<file path="src/rtl/traffic_pkg.sv">
// Shared light codes and phase encodings for the intersection sequencer.
package traffic_pkg;

   typedef enum logic [1:0] {
      RED    = 2'd0,
      YELLOW = 2'd1,
      GREEN  = 2'd2
   } light_e;

   typedef enum logic [2:0] {
      PH_MG  = 3'd0,
      PH_MY  = 3'd1,
      PH_AR1 = 3'd2,
      PH_SG  = 3'd3,
      PH_SY  = 3'd4,
      PH_AR2 = 3'd5
   } phase_e;

endpackage

</file>
<file path="src/rtl/phase_timer.sv">
// Loadable tick-driven down-counter; bottoms out at 1 and reports it as expired.
module phase_timer #(
   parameter int CNT_W = 8
) (
   input  logic             clock,
   input  logic             load,
   input  logic [CNT_W-1:0] load_val,
   input  logic             tick,
   output logic             expired
);

   logic [CNT_W-1:0] count_q;
   logic [CNT_W-1:0] count_d;

   // Load wins over counting; the count never drops below 1 so an idle phase stays expired.
   always_comb begin
      count_d = count_q;
      if (load) begin
         count_d = load_val;
      end else if (tick && (count_q > CNT_W'(1))) begin
         count_d = count_q - CNT_W'(1);
      end
   end

   always_ff @(posedge clock) begin
      count_q <= count_d;
   end

   assign expired = (count_q == CNT_W'(1));

endmodule

</file>
<file path="src/rtl/traffic_phase_ctrl.sv">
// Timed two-street phase sequencer with latched vehicle/pedestrian requests and walk lamp.
module traffic_phase_ctrl
   import traffic_pkg::*;
#(
   parameter int CNT_W  = 8,
   parameter int MG_MIN = 20,
   parameter int Y_T    = 4,
   parameter int AR_T   = 2,
   parameter int SG_MAX = 15
) (
   input  logic       clock,
   input  logic       clear_n,
   input  logic       tick,
   input  logic       side_sensor,
   input  logic       ped_btn,
   output logic [1:0] MainStreet,
   output logic [1:0] SideStreet,
   output logic       walk,
   output logic [2:0] phase
);

   localparam int DUR_MAX = (1 << CNT_W) - 1;

   if (MG_MIN < 1 || MG_MIN > DUR_MAX || Y_T < 1 || Y_T > DUR_MAX ||
       AR_T < 1 || AR_T > DUR_MAX || SG_MAX < 1 || SG_MAX > DUR_MAX) begin : g_bad_duration
      $error("traffic_phase_ctrl: every duration must lie in 1..2^CNT_W-1");
   end

   function automatic logic [CNT_W-1:0] duration(input phase_e ph);
      case (ph)
         PH_MY, PH_SY:   duration = CNT_W'(Y_T);
         PH_AR1, PH_AR2: duration = CNT_W'(AR_T);
         PH_SG:          duration = CNT_W'(SG_MAX);
         default:        duration = CNT_W'(MG_MIN);
      endcase
   endfunction

   phase_e           state_q, state_d;
   logic             side_pend_q, side_pend_d;
   logic             ped_pend_q, ped_pend_d;
   logic             walk_q, walk_d;
   logic [1:0]       main_q, main_d;
   logic [1:0]       side_lt_q, side_lt_d;
   logic             timer_load;
   logic [CNT_W-1:0] timer_val;
   logic             timer_exp;
   logic             done;
   logic             entering_sg;

   assign done = tick && timer_exp;

   always_comb begin
      state_d = state_q;
      case (state_q)
         PH_MG:   if (done && (side_pend_q || ped_pend_q)) state_d = PH_MY;
         PH_MY:   if (done) state_d = PH_AR1;
         PH_AR1:  if (done) state_d = PH_SG;
         PH_SG:   if (tick && (timer_exp || (!side_sensor && !walk_q))) state_d = PH_SY;
         PH_SY:   if (done) state_d = PH_AR2;
         PH_AR2:  if (done) state_d = PH_MG;
         default: state_d = PH_MG;
      endcase

      entering_sg = (state_d == PH_SG) && (state_q != PH_SG);

      // A button press during side green stays queued for the following cycle.
      side_pend_d = side_pend_q | (side_sensor && (state_q != PH_SG));
      ped_pend_d  = ped_pend_q | ped_btn;
      if (entering_sg) begin
         side_pend_d = 1'b0;
         ped_pend_d  = 1'b0;
      end

      walk_d = 1'b0;
      if (entering_sg) begin
         walk_d = ped_pend_q;
      end else if (state_d == PH_SG) begin
         walk_d = walk_q;
      end

      main_d    = RED;
      side_lt_d = RED;
      case (state_d)
         PH_MG:   main_d    = GREEN;
         PH_MY:   main_d    = YELLOW;
         PH_SG:   side_lt_d = GREEN;
         PH_SY:   side_lt_d = YELLOW;
         default: ;
      endcase

      timer_load = !clear_n || (state_d != state_q);
      timer_val  = clear_n ? duration(state_d) : CNT_W'(MG_MIN);
   end

   always_ff @(posedge clock) begin
      if (!clear_n) begin
         state_q     <= PH_MG;
         side_pend_q <= 1'b0;
         ped_pend_q  <= 1'b0;
         walk_q      <= 1'b0;
         main_q      <= GREEN;
         side_lt_q   <= RED;
      end else begin
         state_q     <= state_d;
         side_pend_q <= side_pend_d;
         ped_pend_q  <= ped_pend_d;
         walk_q      <= walk_d;
         main_q      <= main_d;
         side_lt_q   <= side_lt_d;
      end
   end

   phase_timer #(
      .CNT_W (CNT_W)
   ) u_timer (
      .clock    (clock),
      .load     (timer_load),
      .load_val (timer_val),
      .tick     (tick),
      .expired  (timer_exp)
   );

   assign MainStreet = main_q;
   assign SideStreet = side_lt_q;
   assign walk       = walk_q;
   assign phase      = state_q;

endmodule
</file>
<file path="config.mk">
export PLATFORM = sky130hd
export DESIGN_NAME = traffic_phase_ctrl
export DESIGN_NICKNAME = d
export VERILOG_FILES = /design/src/rtl/traffic_pkg.sv /design/src/rtl/phase_timer.sv /design/src/rtl/traffic_phase_ctrl.sv
export SDC_FILE = /design/constraint.sdc
export NUM_CORES = 1
export LEC_CHECK = 0
export BUFFER_PORTS_ARGS = -buffer_cell sky130_fd_sc_hd__buf_2
export CAP_MARGIN = 40
export CORE_MARGIN = 8
export CORE_UTILIZATION = 34
export CTS_CLUSTER_DIAMETER = 200
export DETAILED_ROUTE_END_ITERATION = 10
export GPL_ROUTABILITY_DRIVEN = 0
export PLACE_DENSITY_LB_ADDON = 0.12
export REMOVE_ABC_BUFFERS = 1
export SLEW_MARGIN = 10
export SYNTH_ARGS = -nofsm -noshare
export SYNTH_HDL_FRONTEND = slang
export SYNTH_SLANG_ARGS = --single-unit
</file>
<file path="constraint.sdc">
create_clock -name clock -period 2.36 [get_ports clock]
set_clock_uncertainty 0.15 [all_clocks]
set_input_delay 0.236 -clock clock [delete_from_list [all_inputs] [get_ports clock]]
set_output_delay 0.236 -clock clock [all_outputs]
set_load 0.005 [all_outputs]
</file>
**Yosys cells after proc, flatten, opt, wreduce, memory -nomap -nowiden**

Index checks and enable logic that the tools add are counted.

- Logic and storage cells: 60
- Input port bits: 5
- Bits in registers: 18

- Reduce and logical (&&, ||, !) cells: 19
- Mux-type cells: 15
- Bitwise gates (word level): 3
- Order comparisons: 1
- Add/subtract/negate cells: 1
- Equal/unequal tests: 14

Operators with widths:

| kind | number |
|---|---|
| 8-bit two-way mux | 3 |
| 3-bit two-way mux | 6 |
| 3-bit one-hot mux with 6 select lines | 1 |
| 5-bit one-hot mux with 3 select lines | 1 |
| 3-bit by 2-bit equality test with 1-bit output, second input constant | 4 |
| 3-bit equality test, second input constant | 4 |
| 8-bit by 1-bit equality test with 1-bit output, second input constant | 1 |
| 8-bit by 1-bit > comparator with 1-bit output, second input constant | 1 |
| 2-bit one-hot mux with 2 select lines | 2 |
| 8-bit by 1-bit subtractor with 8-bit output, second input constant | 1 |
| 1-bit logical AND | 7 |
| 3-bit by 1-bit equality test with 1-bit output, second input constant | 2 |
| 3-bit zero test | 2 |
| 2-bit OR reduction | 3 |
| 1-bit zero test | 3 |
| 1-bit logical OR | 3 |
| 3-bit by 2-bit inequality test with 1-bit output, second input constant | 1 |
| 3-bit inequality test | 1 |
| 1-bit two-way mux | 2 |
| 2-bit inequality test, second input constant | 1 |
| 1-bit OR | 2 |
| 2-bit nonzero test | 1 |
| 1-bit inverter | 1 |

**Depth between registers and ports, before layout**

Gate-level depths: netlist of run 1.

- Depth after elaboration: 11
- Depth in mapped cells: 8
- Mapped depth without buffers: 7

**Cells and area by module**

A second synthesis of run 1 with hierarchy kept.

- Cell total of the unflattened synthesis: 129
- Area total of the unflattened synthesis: 1114.8 um2

By module, submodules not included:

| module | cells an instance | instances | area each (um2) |
|---|---|---|---|
| traffic_phase_ctrl | 75 | 1 | 598.1 |
| phase_timer | 54 | 1 | 516.7 |

**Worst setup path after synthesis of run 1**

Ideal clock, no wire load.

- Path kind: register to register
- From: register u_timer.count_q[0]
- To: register u_timer.count_q[4] (data pin)
- Data arrival time: 1.681 ns
- Clock period less this slack: 2.090 ns
- Buffers on the path: 1
- Library setup time: 0.260 ns
- Cell stages (with the launch flop): 8
- Setup slack: 0.270 ns
- Required time: 1.950 ns
- Cells stage by stage: edfxtp_1 > ha_1 > and4bb_2 > and2_0 > buf_4 > nor3_1 > a311oi_2 > mux2_2

- Word-level cells in the longest chain between the ends: 10

Ends and longest elaborated chain:

| item | RTL line | source |
|---|---|---|
| start, declared | phase_timer.sv:12 | `logic [CNT_W-1:0] count_q;` |
| start signal, assigned | phase_timer.sv:26 | `count_q <= count_d;` |
| 8-bit by 1-bit equality test with 1-bit output | phase_timer.sv:29 | `assign expired = (count_q == CNT_W'(1));` |
| 1-bit logical OR or 1-bit logical AND (tied branches) | traffic_phase_ctrl.sv:58, traffic_phase_ctrl.sv:50 |  |
| 1-bit logical AND, on equally long branches | traffic_phase_ctrl.sv:58, traffic_phase_ctrl.sv:55 |  |
| 3-bit two-way mux, on equally long branches | traffic_phase_ctrl.sv:58, traffic_phase_ctrl.sv:55 |  |
| 3-bit one-hot mux with 6 select lines | traffic_phase_ctrl.sv:54 | `case (state_q)` |
| 3-bit by 2-bit equality test with 1-bit output, or another cell as far along | traffic_phase_ctrl.sv:30 | `case (ph)` |
| 2-bit OR reduction | traffic_phase_ctrl.sv:30 |  |
| 5-bit one-hot mux with 3 select lines | traffic_phase_ctrl.sv:30 |  |
| 8-bit two-way mux | traffic_phase_ctrl.sv:92 | `timer_val = clear_n ? duration(state_d) : CNT_W'(MG_MIN);` |
| 8-bit two-way mux * | phase_timer.sv:18 | `if (load) begin` |
| net u_timer.count_d[4] | phase_timer.sv:13 | `logic [CNT_W-1:0] count_d;` |

Mark *: on every way through the listed nets, which the timed path passes. The rest lies on a longest branch. The select of a mux whose other input is x is not followed.
A chain may end at the register's enable or synchronous reset.

**Worst setup path in the final report of run 1**

- From: register u_timer.count_q[4]
- To: register u_timer.count_q[3] (data pin)

- Word-level cells in the longest chain between the ends: 10

Ends and longest elaborated chain:

| item | RTL line |
|---|---|
| 8-bit by 1-bit equality test with 1-bit output * | phase_timer.sv:29 |
| 1-bit logical OR or 1-bit logical AND (tied branches) | traffic_phase_ctrl.sv:58, traffic_phase_ctrl.sv:50 |
| 1-bit logical AND, on equally long branches | traffic_phase_ctrl.sv:58, traffic_phase_ctrl.sv:55 |
| 3-bit two-way mux, on equally long branches | traffic_phase_ctrl.sv:58, traffic_phase_ctrl.sv:55 |
| 3-bit one-hot mux with 6 select lines * | traffic_phase_ctrl.sv:54 |
| 3-bit by 2-bit equality test with 1-bit output, or another cell as far along | traffic_phase_ctrl.sv:30 |
| 2-bit OR reduction | traffic_phase_ctrl.sv:30 |
| 5-bit one-hot mux with 3 select lines | traffic_phase_ctrl.sv:30 |
| 8-bit two-way mux | traffic_phase_ctrl.sv:92 |
| 8-bit two-way mux * | phase_timer.sv:18 |
| net u_timer.count_d[3] | phase_timer.sv:13 |

Mark *: on every way through the listed nets, which the timed path passes. The rest lies on a longest branch.

==> impl_metrics.json, run 1 <==
{
  "status": "completed",
  "grt_pass1_vias": 932,
  "n_fill_cell": 312,
  "port_buffers": 12,
  "rrSetupSlack_ns": 0.15,
  "synthCells": 120,
  "fin_crit_ns": 2.21,
  "power_density_nw_per_um2": 509,
  "path_buf_inv": 0,
  "start_util_pct": 35.4,
  "dpl.hpwl_um": 1850,
  "final_hold_viol_count": 0,
  "synth_flop_cell": "dfxtp_1",
  "crit_type": "flop to flop",
  "synth_cell_type_count": 38,
  "synthTopCellsByCount": "12 x nor2_1, 11 x nand2_1, 11 x o21ai_0",
  "crit_family": "simple AND/OR/NAND/NOR gates",
  "cts.sinks": 18,
  "async_flop_share_pct": 0,
  "synth_edf_count": 8,
  "combPwrFrac_pct": 13.8,
  "final_area_um2": 1230,
  "peakVddDrop_v": 0.000259,
  "tritoncts.num_buffers": 3,
  "synth_top_cell_by_area": "edfxtp_1",
  "ios": 13,
  "path_max_fanout": 6,
  "critPathMaxStageDelay_ns": 0.53,
  "critPathLaunchType": "flop",
  "grt_overflow_total": 0,
  "cts.clk_slew.worst_paths_ns": 0.11,
  "dieArea_um2": 5210,
  "syn_area_um2": 1070,
  "post_cts_resized": 0,
  "slew_violations": 0,
  "relSlewSlack_pct": 69.3,
  "clockBufferDepth": 2,
  "synth.top_cell.area_share_pct": 22.4,
  "grt_pass1_wl_um": 4260,
  "ant_nets": 0,
  "viasPerCell": 4.96,
  "row_count": 20,
  "drc": 0,
  "placed_area_um2": 1200,
  "die_w_um": 72.2,
  "syn_area_per_cell_um2": 8.94,
  "drt-total-wl_um": 2440,
  "cts_tree": "yes",
  "ys_seq_area_share_pct": 41.1,
  "area_delta_synth_final_pct": 15.1,
  "yosysMostFrequentCell": "nor2_1",
  "worst-endpoint-required_ns": 2.34,
  "drive_above_1_share_pct": 20.6,
  "r2r_cells": 5,
  "path_cells": "nor4_1 -> and4_1 -> a21o_1 -> or3b_1 -> o21ai_0",
  "fin_crit_sh_pct": 93.7,
  "post_drt_wl_per_cell_um": 13.6,
  "synth_warnings": 0,
  "end_kind": "flop",
  "netSwitchingPower_uw": 171,
  "switching_share_pct": 27.2,
  "min_path_cells": 3,
  "worstMarginPinSlew_ns": 0.460,
  "p_int_uw": 457,
  "synth-seq-cells": 18,
  "dr.pass1.iters": 4,
  "diodes": 0,
  "clock_latency_ns": 0.30,
  "postCtsHoldBufs": 0,
  "grt_setup_unrepaired": "false",
  "setup_viol": 0,
  "die_h_um": 72.2,
  "p_leak_nw": 0.479,
  "p_seq_share_pct": 59.8,
  "crit_arrival_ns": 2.19,
  "cts_root_buf": "clkbuf_4",
  "cts_setup_buffers": 0,
  "nets": 144,
  "synth_area_leaders": "edfxtp_1 22%, dfxtp_1 19%, o21ai_0 5.1%",
  "vias": 893,
  "hp-class": "input port to flop",
  "h-tree-depth": 1,
  "grt_usage_pct": 10.2,
  "setup-tns-final_ns": 0,
  "path_depth": 5,
  "drt_iter0_markers": 28,
  "crit_slowest_cell": "edfxtp_1",
  "clkPwrFrac_pct": 26.4,
  "coreArea_um2": 3030,
  "grt_antenna_before_repair": 0,
  "fmax_ghz": 0.452,
  "maxCapViolCount": 0,
  "grt_max_degree": 17
}
metrics by stage:
step | hold WS (ns) | cells | setup WS, ns | power [mW] | utilization (%)
finish | 0.0307 | 180 | 0.149 | 0.628 | 40.7
global route | 0.0703 | 180 | 0.0450 | 0.658 | 40.7
global placement | 0.330 | 176 | 0.172 | 0.467 | 39.7
CTS | 0.0308 | 180 | 0.0318 | 0.636 | 40.6
detailed placement | 0.348 | 176 | 0.0618 | 0.468 | 39.7
floorplan | 0.208 | 114 | 0.276 | 0.436 | -
logic make-up (layout without fill, tap and decap cells):
group	Yosys count	in the layout	synth area share, %
xor gates and xnor gates	8	8	6.53
and+or+nand+nor	50	50	26.3
buffers and inverters	11	27	4.55
AOI/OAI and AO/OA	27	27	15.4
DFF	18	18	41.1
adders and majority gates	2	2	2.33
muxes	4	4	3.85
flip-flops by register name, indices dropped and copies added, names as in the netlist:
| register | count |
|---|---|
| MainStreet | 2 |
| SideStreet | 2 |
| ped_pend_q | 1 |
| phase | 3 |
| side_pend_q | 1 |
| u_timer.count_q | 8 |
| walk | 1 |
power by group through the flow:
stage	Clock, mW	Combinational [mW]	Sequential, mW
global route	0.182	0.0973	0.378
finish	0.166	0.0868	0.375
detailed placement	0	0.0858	0.382
CTS	0.174	0.0865	0.375
floorplan	0	0.0608	0.375
global placement	0	0.0850	0.382
tightest hold or removal path, cell delays in order:
cell     delay (ns)
buf_2          0.07
o21ai_0        0.06
nor2_1         0.08
per-layer routing:
layer  vias to the layer above  wire length [µm]  global-route usage [%]
met4                         0                38                    5.67
met5                         -                 0                       0
li1                        457                 -                       -
met3                         5                87                    1.79
met2                        22              1100                    15.5
met1                       409              1220                    13.1
final timing paths:
path                                startpoint                      endpoint
setup / recovery  u_timer.count_q[4]$_DFFE_PP_  u_timer.count_q[3]$_DFFE_PP_
hold / removal                         ped_btn         ped_pend_q$_SDFF_PP0_
setup reg to reg  u_timer.count_q[4]$_DFFE_PP_  u_timer.count_q[3]$_DFFE_PP_
hold reg to reg         side_pend_q$_SDFF_PP0_        side_pend_q$_SDFF_PP0_
cell type report:
cell class                 count  area, µm²  area share (%)
inverter                       5       18.8            1.52
clock buffer                   4       26.3            2.13
multi-input combinational     91        588            47.7
timing repair buffer          18        105            8.52
sequential                    18        440            35.7
tap                           44       55.1            4.46
cell usage in the layout (no fill, tap or decap):
cell type / instances
a211o_1: 1
a21boi_0: 1
a21o_1: 1
a21oi_1: 7
a21oi_2: 1
a2bb2oi_1: 1
a311oi_2: 1
and2_1: 2
and2_2: 1
and3_1: 2
and3b_1: 1
and4_1: 1
and4bb_2: 1
buf_2: 12
buf_4: 6
clkbuf_1: 1
clkbuf_4: 3
dfxtp_1: 10
edfxtp_1: 8
ha_1: 2
inv_1: 5
mux2_2: 1
mux2i_1: 3
nand2_1: 11
nand2b_1: 2
nand3_1: 1
nor2_1: 12
nor2b_1: 2
nor3_1: 4
nor3b_1: 3
nor4_1: 4
nor4_4: 1
o21ai_0: 11
o21bai_1: 1
o22ai_1: 1
o41ai_1: 1
or2_2: 1
or3b_1: 1
xnor2_1: 6
xor2_1: 2
Power figures use the tool's default switching activity.
==> run 2, diff against run 1 <==
SYNTH_HIERARCHICAL = 1   (was default)
==> impl_metrics.json, run 2 <==
{
  "port_buffers": 12,
  "fin_crit_sh_pct": 97.0,
  "ant_nets": 0,
  "grt_usage_pct": 10.8,
  "grt_overflow_total": 0,
  "grt_pass1_wl_um": 4710,
  "crit_type": "flop to flop",
  "worst-endpoint-required_ns": 2.24,
  "synth_top_family_by_area": "simple AND/OR/NAND/NOR gates",
  "drive_above_1_share_pct": 27.6,
  "synth-simple-area-share_pct": 25.9,
  "synth_fa_ha_area_share_pct": 2.24,
  "ios": 13,
  "fmax_ghz": 0.437,
  "status": "completed",
  "dieArea_um2": 5370,
  "setup_viol": 0,
  "syn_area_um2": 1110,
  "final_hold_viol_count": 0,
  "ys_seq_area_share_pct": 39.5,
  "final_area_um2": 1380,
  "h-tree-depth": 1,
  "final_cell_mix": "15 x nand2_1, 14 x buf_4, 13 x nor2_1",
  "async_flop_share_pct": 0,
  "coreArea_um2": 3080,
  "diodes": 0,
  "clock_latency_ns": 0.29,
  "postCtsHoldBufs": 0,
  "pre_cts_ws_ns": 0.0357,
  "dr.pass1.iters": 5,
  "hp-class": "input port to flop",
  "slew_violations": 0,
  "tritoncts.num_buffers": 3,
  "hold_slack_ns": 0.0130,
  "peakVddDrop_v": 0.000278,
  "synthTopCellsByCount": "16 x nand2_1, 13 x nor2_1, 10 x dfxtp_1, 10 x o21ai_0",
  "row_count": 20,
  "viasPerCell": 5.19,
  "final.setup.worst_slack_ns": 0.0710,
  "worstMarginPinSlew_ns": 0.521,
  "drc": 0,
  "fin_cells": 200,
  "fin_crit_ns": 2.29,
  "vias": 1037,
  "critPathLaunchType": "flop",
  "yosysMostFrequentCell": "nand2_1",
  "final_util_pct": 44.8,
  "synth_cell_type_count": 41,
  "end_kind": "flop",
  "placed_area_um2": 1310,
  "synth_mux_area_share_pct": 0.898,
  "nets": 164,
  "cts.clk_slew.worst_paths_ns": 0.11,
  "relSlewSlack_pct": 65.2,
  "path_max_fanout": 8,
  "dpl.hpwl_um": 1970,
  "post_drt_wl_per_cell_um": 13.6,
  "start_util_pct": 36.2,
  "synth_edf_count": 8,
  "synth_area_leaders": "edfxtp_1 22%, dfxtp_1 18%, nand2_1 5.4%",
  "area_delta_synth_final_pct": 23.7,
  "die_h_um": 73.3,
  "grt_antenna_before_repair": 0,
  "n_fill_cell": 320,
  "synth_compound_area_share_pct": 22.7,
  "cts.sinks": 18,
  "synth-xor-area-share_pct": 2.36,
  "largest_register": "u_timer/count_q",
  "drt-total-wl_um": 2710,
  "synthCells": 129,
  "synth.top_cell.area_share_pct": 21.5,
  "cts_tree": "yes",
  "grt_max_degree": 17,
  "synth_top_cell_by_area": "edfxtp_1",
  "grt_pass1_vias": 1072,
  "die_w_um": 73.3,
  "layout_commonest_cell": "nand2_1",
  "synth_flop_cell": "dfxtp_1",
  "largest_reg_flops": 8,
  "synth_warnings": 6,
  "p_leak_nw": 0.605,
  "clockBufferDepth": 2,
  "power_density_nw_per_um2": 478,
  "power_uw": 659,
  "setup-tns-final_ns": 0,
  "synth-seq-cells": 18,
  "maxCapViolCount": 0,
  "drt_iter0_markers": 50,
  "crit_arrival_ns": 2.17,
  "syn_area_per_cell_um2": 8.64,
  "place_inst": 193,
  "cts_root_buf": "clkbuf_4"
}
-- run 2: logic make-up (layout without fill, tap and decap cells) --
kind of cell               after synthesis  in the layout
AOI/OAI and AO/OA                       35             35
xor gates and xnor gates                 3              3
adders and majority gates                2              2
buffers and inverters                   14             39
DFF                                     18             18
muxes                                    1              1
other                                    1              3
and+or+nand+nor                         55             55
-- run 2: path summary, 6_finish.rpt --
path         slack [ns]  cells after the start                         start                           end
max                0.07                      9  u_timer/count_q[7]$_DFFE_PP_  u_timer/count_q[1]$_DFFE_PP_
min reg2reg        0.41                      2         ped_pend_q$_SDFF_PP0_         ped_pend_q$_SDFF_PP0_
max reg2reg        0.07                      9  u_timer/count_q[7]$_DFFE_PP_  u_timer/count_q[1]$_DFFE_PP_
min                0.01                      3                       ped_btn         ped_pend_q$_SDFF_PP0_
-- run 2: per-layer routing --
| layer | share of wire [%] | GRT usage, % | wire length, µm |
|---|---|---|---|
| met1 | 47 | 12.8 | 1270 |
| met2 | 50 | 18.9 | 1340 |
| met3 | 3.1 | 1.77 | 85 |
| met4 | 0.52 | 4.22 | 14 |
| met5 | 0 | 0 | 0 |
-- run 2: area by class of cell --
cell class / instances / area, µm² / area share, %
Tap cell: 44 / 55.1 / 3.99
Timing Repair Buffer: 28 / 196 / 14.2
Inverter: 7 / 26.3 / 1.91
Clock buffer: 3 / 22.5 / 1.63
Clock inverter: 1 / 3.75 / 0.272
Sequential cell: 18 / 440 / 31.9
Multi-Input combinational cell: 99 / 634 / 46.0
-- run 2: power by group --
group	switching [mW]	internal, mW	leakage [nW]	total (mW)
clock	0.101	0.0615	0.0154	0.163
sequential	0.0180	0.349	0.164	0.367
combinational	0.0665	0.0627	0.425	0.129
total	0.186	0.474	0.605	0.659
-- run 2: worst max-delay path, cell delays in order (launching register included) --
cell and delay, ns:
edfxtp_1 0.43, nor3_2 0.25, and3_4 0.25, nand2_2 0.06, inv_2 0.07, a21oi_1 0.07, o311ai_2 0.31, buf_4 0.17
a21o_1 0.12, buf_12 0.13
-- run 2: timing repair --
action	in CTS	in global routing
endpoints found under the setup margin	0	16
buffers inserted	0	3
gates resized for setup	0	6
hold endpoints to repair	0	0
